===== src/rtl/segment_pkg.sv =====
// Shared types and pattern decode for the N-channel seven-segment animation driver.
// Build option SEG_AUTO_STEP_EN adds the AUTO mode.
package segment_pkg;

    localparam int SEG_COUNT = 7;
    localparam logic [SEG_COUNT-1:0] SEG_LSB = 7'd1;

`ifdef SEG_AUTO_STEP_EN
    typedef enum logic [1:0] {
        SINGLE = 2'd0,
        FILL   = 2'd1,
        BLINK  = 2'd2,
        AUTO   = 2'd3
    } seg_mode_t;
`else
    typedef enum logic [1:0] {
        SINGLE = 2'd0,
        FILL   = 2'd1,
        BLINK  = 2'd2
    } seg_mode_t;
`endif

    function automatic seg_mode_t seg_next_mode(seg_mode_t mode);
        seg_mode_t nxt;
        case (mode)
            SINGLE:  nxt = FILL;
            FILL:    nxt = BLINK;
`ifdef SEG_AUTO_STEP_EN
            BLINK:   nxt = AUTO;
            AUTO:    nxt = SINGLE;
`else
            BLINK:   nxt = SINGLE;
`endif
            default: nxt = SINGLE;
        endcase
        return nxt;
    endfunction

    function automatic logic [SEG_COUNT-1:0] seg_pattern(seg_mode_t mode, logic [2:0] pos,
                                                        logic phase);
        logic [SEG_COUNT-1:0] single;
        logic [SEG_COUNT-1:0] pat;
        single = SEG_LSB << pos;
        case (mode)
            // Shifting the one-hot past bit 6 drops it, so pos=6 yields all ones.
            FILL:    pat = (single << 1) - SEG_LSB;
            BLINK:   pat = phase ? '0 : single;
            default: pat = single;
        endcase
        return pat;
    endfunction

endpackage


===== src/rtl/segment_channel.sv =====
// One display channel: position and mode registers plus its segment pattern decode.
// With SEG_AUTO_STEP_EN, step_tick advances the position while in AUTO.
module segment_channel
    import segment_pkg::*;
(
    input  logic                 clk,
    input  logic                 rst,
    input  logic                 next,
    input  logic                 change,
    input  logic                 blink_phase,
    input  logic                 step_tick,
    output logic [SEG_COUNT-1:0] seg
);

    localparam logic [2:0] POS_LAST = 3'(SEG_COUNT - 1);

    logic [2:0] pos_q;
    logic [2:0] pos_d;
    seg_mode_t  mode_q;
    seg_mode_t  mode_d;
    logic       advance;

    always_comb begin
        // NOTE: every signal gets a default first so no branch leaves a latch behind.
        pos_d   = pos_q;
        mode_d  = mode_q;
        advance = next;
`ifdef SEG_AUTO_STEP_EN
        // A manual pulse coinciding with a step tick still moves one position.
        if (mode_q == AUTO && step_tick) begin
            advance = 1'b1;
        end
`endif
        if (change) begin
            mode_d = seg_next_mode(mode_q);
            pos_d  = '0;
        end else if (advance) begin
            pos_d = (pos_q == POS_LAST) ? 3'd0 : pos_q + 3'd1;
        end
    end

`ifndef SEG_AUTO_STEP_EN
    logic unused_step_tick;
    assign unused_step_tick = step_tick;
`endif

    always_ff @(posedge clk or posedge rst) begin
        // NOTE: state uses <= so every flop samples the values from before the edge.
        if (rst) begin
            pos_q  <= '0;
            mode_q <= SINGLE;
        end else begin
            pos_q  <= pos_d;
            mode_q <= mode_d;
        end
    end

    assign seg = seg_pattern(mode_q, pos_q, blink_phase);

endmodule


===== src/rtl/segment_driver_n.sv =====
// N-channel seven-segment animation driver: event demux, shared blink/step timers, DP and polarity.
// Build option SEG_AUTO_STEP_EN enables the AUTO mode and its shared step counter.
module segment_driver_n
    import segment_pkg::*;
#(
    parameter int CHANNELS   = 4,
    parameter int SEL_W      = 2,
    parameter int BLINK_DIV  = 25000000,
    parameter int STEP_DIV   = 12500000,
    parameter int ACTIVE_LOW = 0
) (
    input  logic                  clk,
    input  logic                  async_reset,
    input  logic                  next_segment_re,
    input  logic                  change_mode_re,
    input  logic [SEL_W-1:0]      sel,
    output logic [8*CHANNELS-1:0] display
);

    localparam int BLINK_W = (BLINK_DIV > 1) ? $clog2(BLINK_DIV) : 1;
    localparam logic [BLINK_W-1:0] BLINK_LAST = BLINK_W'(BLINK_DIV - 1);

    logic [BLINK_W-1:0] blink_cnt_q;
    logic [BLINK_W-1:0] blink_cnt_d;
    logic               blink_phase_q;
    logic               blink_phase_d;
    logic               step_tick;

    always_comb begin
        blink_cnt_d   = blink_cnt_q + BLINK_W'(1);
        blink_phase_d = blink_phase_q;
        if (blink_cnt_q == BLINK_LAST) begin
            blink_cnt_d   = '0;
            blink_phase_d = ~blink_phase_q;
        end
    end

    always_ff @(posedge clk or posedge async_reset) begin
        if (async_reset) begin
            blink_cnt_q   <= '0;
            blink_phase_q <= 1'b0;
        end else begin
            blink_cnt_q   <= blink_cnt_d;
            blink_phase_q <= blink_phase_d;
        end
    end

`ifdef SEG_AUTO_STEP_EN
    localparam int STEP_W = (STEP_DIV > 1) ? $clog2(STEP_DIV) : 1;
    localparam logic [STEP_W-1:0] STEP_LAST = STEP_W'(STEP_DIV - 1);

    logic [STEP_W-1:0] step_cnt_q;
    logic [STEP_W-1:0] step_cnt_d;

    always_comb begin
        step_cnt_d = (step_cnt_q == STEP_LAST) ? '0 : step_cnt_q + STEP_W'(1);
    end

    always_ff @(posedge clk or posedge async_reset) begin
        if (async_reset) begin
            step_cnt_q <= '0;
        end else begin
            step_cnt_q <= step_cnt_d;
        end
    end

    assign step_tick = (step_cnt_q == STEP_LAST);
`else
    logic unused_step_div;
    assign unused_step_div = (STEP_DIV > 0);
    assign step_tick       = 1'b0;
`endif

    // A select value with no matching channel lights no DP and drops its events.
    for (genvar i = 0; i < CHANNELS; i++) begin : g_ch
        logic                 hit;
        logic [SEG_COUNT-1:0] seg;
        logic [7:0]           pattern;

        assign hit = (sel == SEL_W'(i));

        segment_channel u_channel (
            .clk         (clk),
            .rst         (async_reset),
            .next        (next_segment_re & hit),
            .change      (change_mode_re & hit),
            .blink_phase (blink_phase_q),
            .step_tick   (step_tick),
            .seg         (seg)
        );

        assign pattern           = {hit, seg};
        assign display[8*i +: 8] = (ACTIVE_LOW != 0) ? ~pattern : pattern;
    end

endmodule

===== config.mk =====
export PLATFORM = sky130hd
export DESIGN_NAME = segment_driver_n
export DESIGN_NICKNAME = d
export VERILOG_FILES = /design/src/rtl/segment_pkg.sv /design/src/rtl/segment_channel.sv /design/src/rtl/segment_driver_n.sv
export SDC_FILE = /design/constraint.sdc
export NUM_CORES = 1
export LEC_CHECK = 0
export BUFFER_PORTS_ARGS = -buffer_cell sky130_fd_sc_hd__clkbuf_2
export CORE_MARGIN = 8
export CORE_UTILIZATION = 60
export DETAILED_ROUTE_END_ITERATION = 16
export PLACE_DENSITY = 0.82
export REMOVE_ABC_BUFFERS = 1
export SETUP_SLACK_MARGIN = 0.05
export SLEW_MARGIN = 40
export SYNTH_ARGS = -nofsm -noshare
export SYNTH_HDL_FRONTEND = slang
export SYNTH_SLANG_ARGS = --single-unit

===== constraint.sdc =====
create_clock -name clk -period 3.8 [get_ports clk]
set_clock_uncertainty 0.15 [all_clocks]
set_input_delay 0.76 -clock clk [delete_from_list [all_inputs] [get_ports clk]]
set_output_delay 0.76 -clock clk [all_outputs]
set_load 0.03 [all_outputs]

Yosys cells after proc, flatten, opt, wreduce, memory -nomap -nowiden
Index checks and enable logic that the tools add are counted.
- register bits after elaboration: 46
- input port bits: 6
- output and inout port bits: 32
- logic and storage cells: 82
- add/sub/neg operators: 9
- equal/unequal tests: 16
- shift operators: 4
- mux-type cells: 25
- bitwise operators: 9
- reduce and logical (&&, ||, !) cells: 9
- operator list (operator ; number):
    one-hot mux 7 bit (2 select lines) ; 4
    2-to-1 mux 3 bit ; 12
    2-to-1 mux 7 bit ; 4
    << shifter 1 x 3 -> 7 bit, first input constant ; 4
    subtractor 7 x 1 -> 7 bit, second input constant ; 4
    adder 25 x 1 -> 25 bit, second input constant ; 1
    == test 25 bit, second input constant ; 1
    2-to-1 mux 25 bit ; 1
    one-hot mux 2 bit (2 select lines) ; 4
    adder 3 x 1 -> 3 bit, second input constant ; 4
    == test 2 bit, second input constant ; 6
    == test 3 bit, second input constant ; 4
    == test 2 x 1 -> 1 bit, second input constant ; 5
    logical NOT 2 bit ; 5
    bitwise AND 1 bit ; 8
    nonzero test 2 bit ; 4
    NOT 1 bit ; 1

Longest topological paths before layout
Gate-level depths: netlist of run 1.
- depth after elaboration: 4
- gate-level depth with buffers: 9
- depth with buffers taken out: 8

Cells and area by module
From an unflattened synthesis of run 1, not the netlist that was laid out.
- cell total of the unflattened synthesis: 377
- area total of the unflattened synthesis: 3231.8 um^2
- by module, submodules not included (module ; times used ; cells each ; area each (um^2) ; sequential area each (um^2)):
    segment_channel ; 4 ; 58 ; 452.9 ; 125.1
    segment_driver_n ; 1 ; 145 ; 1420.1 ; 650.6

Worst setup path before layout of run 1
OpenSTA, ideal clock, no wires.
- path kind: reg-to-output
- start point: register g_ch[1].u_channel.pos_q[1]
- end point: output display[13]
- arrival: 2140 ps
- required time: 2890 ps
- path slack: 750 ps
- cell stages (with the launch flop): 8
- cells stage by stage: dfrtp_1 clkbuf_1 or3_1 ha_1 nand2b_1 a21oi_1 o22a_1 o21ai_0
- longest elaborated chain between the ends: 3
- elaborated cells on any way between the ends: 4
- those cells by class: 1 x add/sub; 1 x shift; 2 x mux
- RTL lines (element ; RTL line ; text):
    from (decl) ; segment_channel.sv:17 ; logic [2:0] pos_q;
    from (signal assigned) ; segment_channel.sv:53 ; pos_q <= pos_d;
    << shifter 1 x 3 -> 7 bit (*) ; segment_pkg.sv:43 ; single = SEG_LSB << pos;
    subtractor 7 x 1 -> 7 bit or 2-to-1 mux 7 bit (tied branches) ; segment_pkg.sv:46, segment_pkg.sv:47 ;
    one-hot mux 7 bit (2 select lines) (*) ; segment_pkg.sv:44 ; case (mode)
    to (decl) ; segment_driver_n.sv:17 ; output logic [8*CHANNELS-1:0] display
Every way passes the cells marked *; elsewhere a longest branch is shown, timed or not.

Worst setup path in the final report of run 1
- start point: register g_ch[2].u_channel.pos_q[0]
- end point: output display[21]
- longest elaborated chain between the ends: 3
- elaborated cells on any way between the ends: 4
- those cells by class: 1 x add/sub; 1 x shift; 2 x mux
- RTL lines (element ; RTL line):
    from (decl) ; segment_channel.sv:17
    from (signal assigned) ; segment_channel.sv:53
    << shifter 1 x 3 -> 7 bit (*) ; segment_pkg.sv:43
    subtractor 7 x 1 -> 7 bit or 2-to-1 mux 7 bit (tied branches) ; segment_pkg.sv:46, segment_pkg.sv:47
    one-hot mux 7 bit (2 select lines) (*) ; segment_pkg.sv:44
Marks and branches as above.

==> results_dict.tcl, run 1 <==
set metrics [dict create \
    run_status "finished clean" \
    min_period_ps 3270 \
    fin_total_pwr_mw 2.05 \
    clk_latency_ps 310 \
    r2r_setup_slack_ps 1710 \
    leakage_nw 1.61 \
    yosys.area.top_type_share_pct 36.1 \
    fp.dieW_um 88.9 \
    fin_crit_sh_pct 86.2 \
    regArea_um2 1150 \
    p_seq_share_pct 31.4 \
    chipHeight_um 88.9 \
    vias_per_cell 5.79 \
    initial_core_util_pct 62.3 \
    regToRegStartpoint "blink_cnt_q[0]" \
    crit_family "simple AND/OR/NAND/NOR gates" \
    fmax_mhz 305 \
    tightest_slew_ps 651 \
    power_frac_comb_pct 54.2 \
    rsz0062_at_grt "no" \
    reg2reg_to "blink_cnt_q[12]" \
    grt_pass1_vias 2506 \
    cts.clk_slew.worst_paths_ps 90 \
    cp.buffers_inverters 2 \
    hold_class "in2async" \
    first_pass_iters 5 \
    p_per_area_nw_per_um2 594 \
    cp.arrival_ps 2360 \
    synthesis.instances 373 \
    ctsHtreeMaxLevel 2 \
    clock_path_buffers 2 \
    maxCapViolCount 0 \
    syn_area_um2 3180 \
    grt_start_max_net_pins 26 \
    cp.required_ps 2890 \
    ctsResizeCount 0 \
    place_hpwl_mm 4.83 \
    drc 0 \
    cp_slowest_cell "dfrtp_1" \
    synth.most_common_cell "nand2_1" \
    vias 2720 \
    ys_ff_latch 46 \
    cp_cell_sequence "nor3_1, inv_1, ha_1, nand2b_1, nor2_1, a21oi_1, o22ai_1, a32o_1, clkbuf_2" \
    io_buffers 37 \
    ys_types 45 \
    nFillCells 409 \
    drt_wl_total_mm 6.42 \
    synth_edf_count 0 \
    initialDrtViolationCount 99 \
    p_sw_mw 1.01 \
    grt_usage_pct 16.7 \
    grt_antenna_before_repair 0 \
    pin_count 38 \
    antenna_cells 0 \
    area_delta_synth_final_pct 8.64 \
    swShare_pct 49.0 \
    drive_gt1_share_pct 16.0 \
    internal_power_mw 1.05 \
    overflow 0 \
    ys.warnings.count 0 \
    cp_max_fo 13 \
    max_stage_delay_ps 520 \
    clock-root-buffer "clkbuf_8" \
    slew_headroom_pct 56.2 \
    cts_hold_buf 0 \
    slew_violations 0 \
    ys_seq_area_share_pct 36.1 \
    endpoint_kind "output pin" \
    multi_input_area_um2 1850 \
    synth_flop_cell "dfrtp_1" \
    setup_viol 0 \
    setup_tns_ps 0 \
    start_kind "flop" \
    worst_r2r_path_depth 6 \
    synth_top_area_cell "dfrtp_1" \
    avgRoutedWirePerCell_um 13.6 \
    cts_tree "yes" \
    post-place-ws_ps 889 \
    synth_top_cells_by_count "49 x nand2_1, 46 x dfrtp_1, 41 x nor2_1, 37 x o21ai_0, 23 x inv_1" \
    pwr-share-clk_pct 14.4 \
    ir_worst_vdd_v 0.000439 \
    cts_buffers 5 \
    clock_sinks 46 \
    synthTopCellsByArea "dfrtp_1 36%, ha_1 7.9%, o21ai_0 5.8%" \
    gp_congestion 0.892 \
    fin_nets 425 \
    rows 26 \
    grt_pass1_wl_mm 10.6 \
    async_reset_ff_share_pct 100 \
    crit_start "g_ch[2].u_channel.pos_q[0]" \
    avgSynthCellArea_um2 8.54 \
    placeableCoreArea_um2 5110 \
    crit_type "reg2out" \
    antenna_left 0 \
    dieArea_um2 7890 \
    post_cts_buffers 0 \
    final-hold-violation-count 0 \
    setup_ws_ps 526 \
]
-- cell usage in the layout, fill, tap and decap left out, types with 2 or more instances in the layout --
master / n
ha_1: 20
and4_1: 3
a31oi_1: 2
nor2b_1: 3
xnor2_1: 11
dfrtp_1: 46
a2bb2oi_1: 2
xor2_1: 15
nor2_1: 41
a21boi_0: 5
o21ai_0: 37
a21oi_1: 7
mux2_2: 8
clkbuf_2: 37
and2_1: 5
nand4_1: 6
nor3_1: 8
o22ai_1: 11
nor3_4: 3
clkbuf_8: 5
inv_1: 22
a32o_1: 2
nand2b_1: 3
nand2_1: 49
o31ai_1: 3
o22a_1: 5
o41ai_1: 4
or3_1: 3
nand4_4: 2
nand3_1: 11
and3_1: 4
-- worst max path at each step --
stage | cells past startpoint | slack (ps) | endpoint
detailed placement | 9 | 890 | display[21]
global route | 9 | 350 | display[29]
finish | 9 | 530 | display[21]
global placement | 9 | 970 | display[21]
floorplan | 6 | 760 | display[13]
CTS | 9 | 540 | display[21]
-- cell families after synthesis --
| group | after synthesis | share of synthesized area (%) |
|---|---|---|
| AO/OA/AOI/OAI | 83 | 16.3 |
| XOR/XNOR | 26 | 7.15 |
| adder cells (fa/ha/maj) | 20 | 7.86 |
| buffers and inverters | 42 | 5.70 |
| flip-flops | 46 | 36.1 |
| multiplexers | 8 | 2.83 |
| AND/OR/NAND/NOR | 148 | 24.0 |
-- routing by layer --
| layer | wire length (um) | GRT usage, % | up-vias |
|---|---|---|---|
| met5 | 0 | 0 | - |
| met4 | 84 | 6.61 | 0 |
| met3 | 338 | 3.25 | 9 |
| met2 | 3290 | 29.9 | 60 |
| met1 | 2700 | 18.9 | 1297 |
| li1 | - | - | 1354 |
-- power groups by stage --
| stage | Sequential, mW | Combinational (mW) | Clock, mW |
|---|---|---|---|
| after floorplan | 0.630 | 0.843 | 0 |
| after global placement | 0.648 | 1.08 | 0 |
| after detailed placement | 0.653 | 1.11 | 0 |
| after CTS | 0.644 | 1.11 | 0.306 |
| after global routing | 0.659 | 1.23 | 0.322 |
| final | 0.646 | 1.11 | 0.296 |
-- state kept, by name, indices dropped and copies added (netlist names) --
| register | flops |
|---|---|
| g_ch.u_channel.mode_q | 8 |
| g_ch.u_channel.pos_q | 12 |
| blink_cnt_q | 25 |
| blink_phase_q | 1 |
-- area by class of cell --
class	count	share of cell area, %
clock inverters	3	0.615
inverters	23	2.50
clock buffers	5	1.99
well taps	70	2.53
flip-flops and latches	46	33.3
multi-input cells	285	53.5
repair buffers	38	5.57
-- per-stage QoR --
stage / instances / cell area, um2 / hold slack, ps / utilization (%)
floorplan: 354 / 3090 / 310 / -
global placement: 462 / 3370 / 335 / 66.0
detailed placement: 462 / 3370 / 333 / 66.0
CTS: 470 / 3460 / 335 / 67.7
global route: 470 / 3460 / 325 / 67.7
finish: 470 / 3460 / 277 / 67.7
(Power assumes the default switching activity.)
==> run 2: changes to the inputs <==
--- a/config.mk
+++ b/config.mk
@@ -7,9 +7,9 @@
 export LEC_CHECK = 0
 export BUFFER_PORTS_ARGS = -buffer_cell sky130_fd_sc_hd__clkbuf_2
 export CORE_MARGIN = 8
-export CORE_UTILIZATION = 60
+export CORE_UTILIZATION = 58
 export DETAILED_ROUTE_END_ITERATION = 16
-export PLACE_DENSITY = 0.82
+export PLACE_DENSITY = 0.79
 export REMOVE_ABC_BUFFERS = 1
 export SETUP_SLACK_MARGIN = 0.05
 export SLEW_MARGIN = 40
==> results_dict.tcl, run 2 (same netlist as run 1, synthesis figures left out) <==
set metrics [dict create \
    slew_headroom_pct 53.9 \
    dieArea_um2 8120 \
    cts_tree "yes" \
    cts_buffers 5 \
    overflow 0 \
    p_seq_share_pct 30.4 \
    rows 27 \
    grt_antenna_before_repair 0 \
    vias 2695 \
    min_period_ps 3270 \
    antenna_cells 0 \
    power_frac_comb_pct 52.6 \
    ctsHtreeMaxLevel 2 \
    nFillCells 451 \
    antenna_left 0 \
    slew_violations 0 \
    avgRoutedWirePerCell_um 14.0 \
    crit_family "simple AND/OR/NAND/NOR gates" \
    crit_type "reg2out" \
    post_cts_buffers 0 \
    fin_util_pct 64.4 \
    place_hpwl_mm 4.87 \
    grt_usage_pct 16.7 \
    cts_hold_buf 0 \
    vias_per_cell 5.72 \
    grt_start_max_net_pins 47 \
    fp.dieW_um 90.1 \
    cp_slowest_cell "dfrtp_1" \
    pin_count 38 \
    ctsResizeCount 0 \
    fin_crit_sh_pct 86.1 \
    drt_wl_total_mm 6.59 \
    initial_core_util_pct 58.9 \
    run_status "finished clean" \
    ir_worst_vdd_v 0.000366 \
    p_sw_mw 1.00 \
    fmax_mhz 306 \
    leakage_nw 1.62 \
    maxCapViolCount 0 \
    gp_congestion 0.945 \
    largest_register_ffs 25 \
    final-hold-violation-count 0 \
    io_buffers 37 \
    top_register "blink_cnt_q" \
    endpoint_kind "output pin" \
    initialDrtViolationCount 243 \
    drive_gt1_share_pct 15.8 \
    max_stage_delay_ps 520 \
    grt_pass1_vias 2599 \
    cp.required_ps 2890 \
    hold_class "in2async" \
    first_pass_iters 5 \
    swShare_pct 47.4 \
    cp_cell_sequence "nor3_1, inv_1, ha_1, nand2b_1, nor2_1, a21oi_1, o22ai_1, a32o_1, clkbuf_2" \
    top_regs "blink_cnt_q: 25 flops, g_ch.u_channel.pos_q: 12 flops, g_ch.u_channel.mode_q: 8 flops" \
    setup_tns_ps 0 \
    fin_nets 424 \
    cp_max_fo 13 \
    final_cell_mix "49 x nand2_1, 46 x dfrtp_1, 41 x nor2_1, 37 x o21ai_0, 37 x clkbuf_2" \
    grt_pass1_wl_mm 11.6 \
    cp.arrival_ps 2360 \
    clock_sinks 46 \
    chipHeight_um 90.1 \
    pwr-share-clk_pct 17.0 \
    clock-root-buffer "clkbuf_8" \
    area_delta_synth_final_pct 9.27 \
    cts.clk_slew.worst_paths_ps 90 \
    clk_latency_ps 290 \
    internal_power_mw 1.11 \
    setup_viol 0 \
    cp.buffers_inverters 2 \
    fin_total_pwr_mw 2.12 \
    drc 0 \
    clock_path_buffers 2 \
    tightest_slew_ps 690 \
    start_kind "flop" \
    layout_commonest_cell "nand2_1" \
    rsz0062_at_grt "no" \
    placeableCoreArea_um2 5410 \
    p_per_area_nw_per_um2 609 \
]
-- run 2: cell types whose count changed in the layout (fill, tap and decap cells not counted), sizes merged --
| cell | delta |
|---|---|
| clkinv | -1 |
| buf | -1 |
| clkinvlp | -1 |
| inv | +1 |
| bufinv | +1 |
-- run 2: power by group through the flow --
stage                     Sequential (mW)  Combinational, mW  Clock [mW]
after floorplan                     0.630              0.843           0
after global placement              0.647               1.08           0
after detailed placement            0.652               1.11           0
after CTS                           0.643               1.11       0.371
after global routing                0.662               1.22       0.389
final                               0.645               1.11       0.359
-- run 2: worst reg2reg max path, stage by stage, from the launching register on --
cell	delay [ps]
dfrtp_1	410
ha_1	210
nand3_2	180
nor2_4	160
nand4_2	150
nor3_4	560
nor2_1	130
-- run 2: worst paths after layout --
check / from / endpoint / slack [ps] / cells after the start
worst max-delay path: g_ch[2].u_channel.pos_q[0] / display[21] / 530 / 9
worst min-delay path: async_reset / g_ch[2].u_channel.pos_q[1] / 350 / 2
worst max register to register: blink_cnt_q[0] / blink_cnt_q[6] / 1720 / 6
worst min register to register: blink_cnt_q[0] / blink_cnt_q[0] / 360 / 1
max in group asynchronous: async_reset / blink_cnt_q[13] / 2760 / 2
min in group clk: blink_cnt_q[0] / blink_cnt_q[0] / 360 / 1
-- run 2: through the flow --
step	hold WS, ps	worst slack [ps]	cell area (um2)	std cells
global placement	332	977	3360	463
detailed placement	351	898	3370	463
global route	392	380	3480	471
finish	352	529	3480	471
floorplan	310	763	3090	354
CTS	363	548	3480	471
-- run 2: area by class of cell --
cell class	count	area [um2]	area share, %
Inverter	23	88.8	2.55
Sequential cell	46	1150	33.1
Clock inverter	3	43.8	1.26
Tap cell	72	90.1	2.59
Timing Repair Buffer	37	185	5.32
Multi-Input combinational cell	285	1850	53.2
Clock buffer	5	68.8	1.98
-- run 2: per-layer routing --
| metal | GRT usage (%) | up-vias | part of all wire [%] | routed length, um |
|---|---|---|---|---|
| met5 | 0 | - | 0 | 0 |
| met4 | 5.96 | 0 | 0.97 | 64 |
| met3 | 4.41 | 6 | 5.1 | 338 |
| met2 | 28.5 | 70 | 50 | 3320 |
| met1 | 19.7 | 1268 | 43 | 2870 |
| li1 | - | 1351 | - | - |
==> run 3: changes to the inputs <==
--- a/config.mk
+++ b/config.mk
@@ -5,6 +5,7 @@
 export SDC_FILE = /design/constraint.sdc
 export NUM_CORES = 1
 export LEC_CHECK = 0
+export ABC_AREA = 1
 export BUFFER_PORTS_ARGS = -buffer_cell sky130_fd_sc_hd__clkbuf_2
 export CORE_MARGIN = 8
 export CORE_UTILIZATION = 58
==> results_dict.tcl, run 3 <==
set metrics [dict create \
    dieArea_um2 8610 \
    cp.arrival_ps 1930 \
    top_regs "blink_cnt_q: 25 flops, g_ch.u_channel.pos_q: 12 flops, g_ch.u_channel.mode_q: 8 flops" \
    clock_path_buffers 2 \
    cts_hold_buf 0 \
    p_per_area_nw_per_um2 430 \
    crit_type "reg2out" \
    first_pass_iters 5 \
    syn_area_um2 3420 \
    max_stage_delay_ps 390 \
    fin_util_pct 65.1 \
    rsz0062_at_grt "no" \
    hold_path_depth 2 \
    vias_per_cell 5.17 \
    layout_commonest_cell "nand2_1" \
    start_kind "flop" \
    ys.warnings.count 0 \
    antenna_left 0 \
    cts.clk_slew.worst_paths_ps 90 \
    initial_core_util_pct 58.8 \
    synth.most_common_cell "nand2_1" \
    synthAdderAreaFrac_pct 7.31 \
    grt_antenna_before_repair 0 \
    fin_cells 598 \
    r2r_setup_slack_ps 2130 \
    cp_slowest_cell "dfrtp_1" \
    grt_pass1_wl_mm 12.8 \
    worst_r2r_path_depth 8 \
    synth-xor-area-share_pct 3.84 \
    maxCapViolCount 0 \
    place_hpwl_mm 5.69 \
    dr_wl_met3_um 256 \
    synth_mux_area_share_pct 0 \
    leakage_nw 2.07 \
    grt_usage_pct 17.5 \
    synthTopCellsByArea "dfrtp_1 34%, nand2_1 13%, inv_1 8.0%" \
    setup_ws_ps 962 \
    final_cell_mix "115 x nand2_1, 72 x inv_1, 58 x nor2_1, 46 x dfrtp_1, 37 x clkbuf_2" \
    pin_count 38 \
    met2WireLength_mm 3.49 \
    min_period_ps 2840 \
    run_status "finished clean" \
    cts_buffers 5 \
    path_common_cell "nor2_1" \
    chipHeight_um 92.8 \
    hp-start "blink_phase_q" \
    hold_ws_ps 348 \
    synth_top_cells_by_count "115 x nand2_1, 73 x inv_1, 58 x nor2_1, 46 x dfrtp_1, 31 x nand3_1" \
    cp.buffers_inverters 3 \
    avgSynthCellArea_um2 7.10 \
    fin_crit_sh_pct 74.7 \
    synth_edf_count 0 \
    grt_start_max_net_pins 47 \
    clock-root-buffer "clkbuf_8" \
    grt_pass1_vias 2936 \
    drive_gt1_share_pct 16.4 \
    synth_top_family_by_area "simple AND/OR/NAND/NOR gates" \
    gp_congestion 0.843 \
    async_reset_ff_share_pct 100 \
    endpoint_kind "output pin" \
    fin_nets 548 \
    tightest_slew_ps 571 \
    ys_types 30 \
    initialDrtViolationCount 193 \
    slew_headroom_pct 61.9 \
    ctsHtreeMaxLevel 2 \
    antenna_cells 0 \
    reg2reg_to "blink_cnt_q[0]" \
    setup_viol 0 \
    yosys.area.top_type_share_pct 33.6 \
    largest_register_ffs 25 \
    final-hold-violation-count 0 \
    post_cts_buffers 0 \
    hold_path_end "blink_phase_q" \
    setup_tns_ps 0 \
    crit_family "simple AND/OR/NAND/NOR gates" \
    fmax_mhz 352 \
    post-place-ws_ps 1290 \
    drt_wl_total_mm 7.30 \
    vias 3090 \
    ys_seq_area_share_pct 33.6 \
    ctsResizeCount 0 \
    top_register "blink_cnt_q" \
    area_delta_synth_final_pct 10.6 \
    placeableCoreArea_um2 5820 \
    cp.required_ps 2890 \
    cts_tree "yes" \
    avgRoutedWirePerCell_um 12.2 \
    cp_max_fo 7 \
    io_buffers 37 \
    clock_sinks 46 \
    wirelength_met1_mm 3.49 \
    synthSimpleGateAreaFrac_pct 34.6 \
    cp_cell_sequence "inv_1, nand2_1, nor2_1, inv_1, ha_1, nand3_1, nor2_1, nor2_1, nand2_1, o21ai_1, clkbuf_2" \
    rows 28 \
    regToRegStartpoint "blink_cnt_q[0]" \
    synthesis.instances 482 \
    fp.dieW_um 92.8 \
    synth_top_area_cell "dfrtp_1" \
    maxUsedRoutingLayer "met4" \
    hold_class "reg2reg" \
    slew_violations 0 \
    overflow 0 \
    clk_latency_ps 290 \
    ys_ff_latch 46 \
    synth_flop_cell "dfrtp_1" \
    synth_compound_area_share_pct 11.0 \
    placed_cells_incl_taps 590 \
    drc 0 \
    ir_worst_vdd_v 0.000317 \
]
[run 3: cell types whose count changed after synthesis, sizes merged, moves of 5 or more]
cell / previous run / this run
mux2: 8 / 0
o22ai: 11 / 21
nor3: 11 / 6
nand3: 12 / 32
clkbuf: 13 / 0
o21ai: 37 / 23
xnor2: 11 / 0
a21oi: 7 / 17
nor2: 43 / 79
nand4: 9 / 4
nand2: 49 / 127
and2: 5 / 0
o22a: 5 / 0
inv: 23 / 78
[run 3: cells by family after synthesis]
family	count (synthesis)
AOI/OAI and AO/OA	67
xor gates and xnor gates	15
adders and majority gates	20
buffers and inverters	83
DFF	46
and+or+nand+nor	251
[run 3: worst register-to-register path, stage by stage, from the launching register on]
cell	delay, ps
dfrtp_1	410
ha_1	250
nand2_2	110
nor2_8	160
nand2_4	100
nor2_4	130
nand2_4	100
inv_4	120
nor2_2	40
[run 3: how the worst max path moves through the flow]
stage                                    start     endpoint  slack, ps  cells past startpoint
CTS                 g_ch[1].u_channel.pos_q[0]  display[11]        950                      9
finish              g_ch[3].u_channel.pos_q[0]  display[29]        960                     11
global placement    g_ch[1].u_channel.pos_q[0]  display[11]       1330                      9
global route        g_ch[1].u_channel.pos_q[0]  display[11]        780                      9
detailed placement  g_ch[1].u_channel.pos_q[0]  display[11]       1290                      9
floorplan           g_ch[1].u_channel.pos_q[0]  display[13]       1110                      8
[run 3: final cells by class]
type | instances | area [um2]
fill | 530 | 2030
multi-input combinational | 353 | 1940
sequential | 46 | 1150
inverter | 79 | 303
timing repair buffer | 37 | 185
tap | 75 | 93.8
clock buffer | 6 | 72.6
clock inverter | 2 | 37.5
[run 3: per-layer routing]
layer	up-vias	global-route usage (%)
met5	-	0
met4	0	4.30
met3	7	2.91
met2	72	30.2
met1	1401	22.0
li1	1610	-
[run 3: metrics by stage]
step                area [um2]  power [mW]
global placement          3670        1.25
global route              3780        1.74
finish                    3780        1.63
detailed placement        3670        1.27
CTS                       3780        1.63
floorplan                 3390        1.10
[run 3: power breakdown]
| group | internal, mW | switching, mW |
|---|---|---|
| Clock | 0.196 | 0.167 |
| Combinational | 0.209 | 0.483 |
| Sequential | 0.532 | 0.0394 |
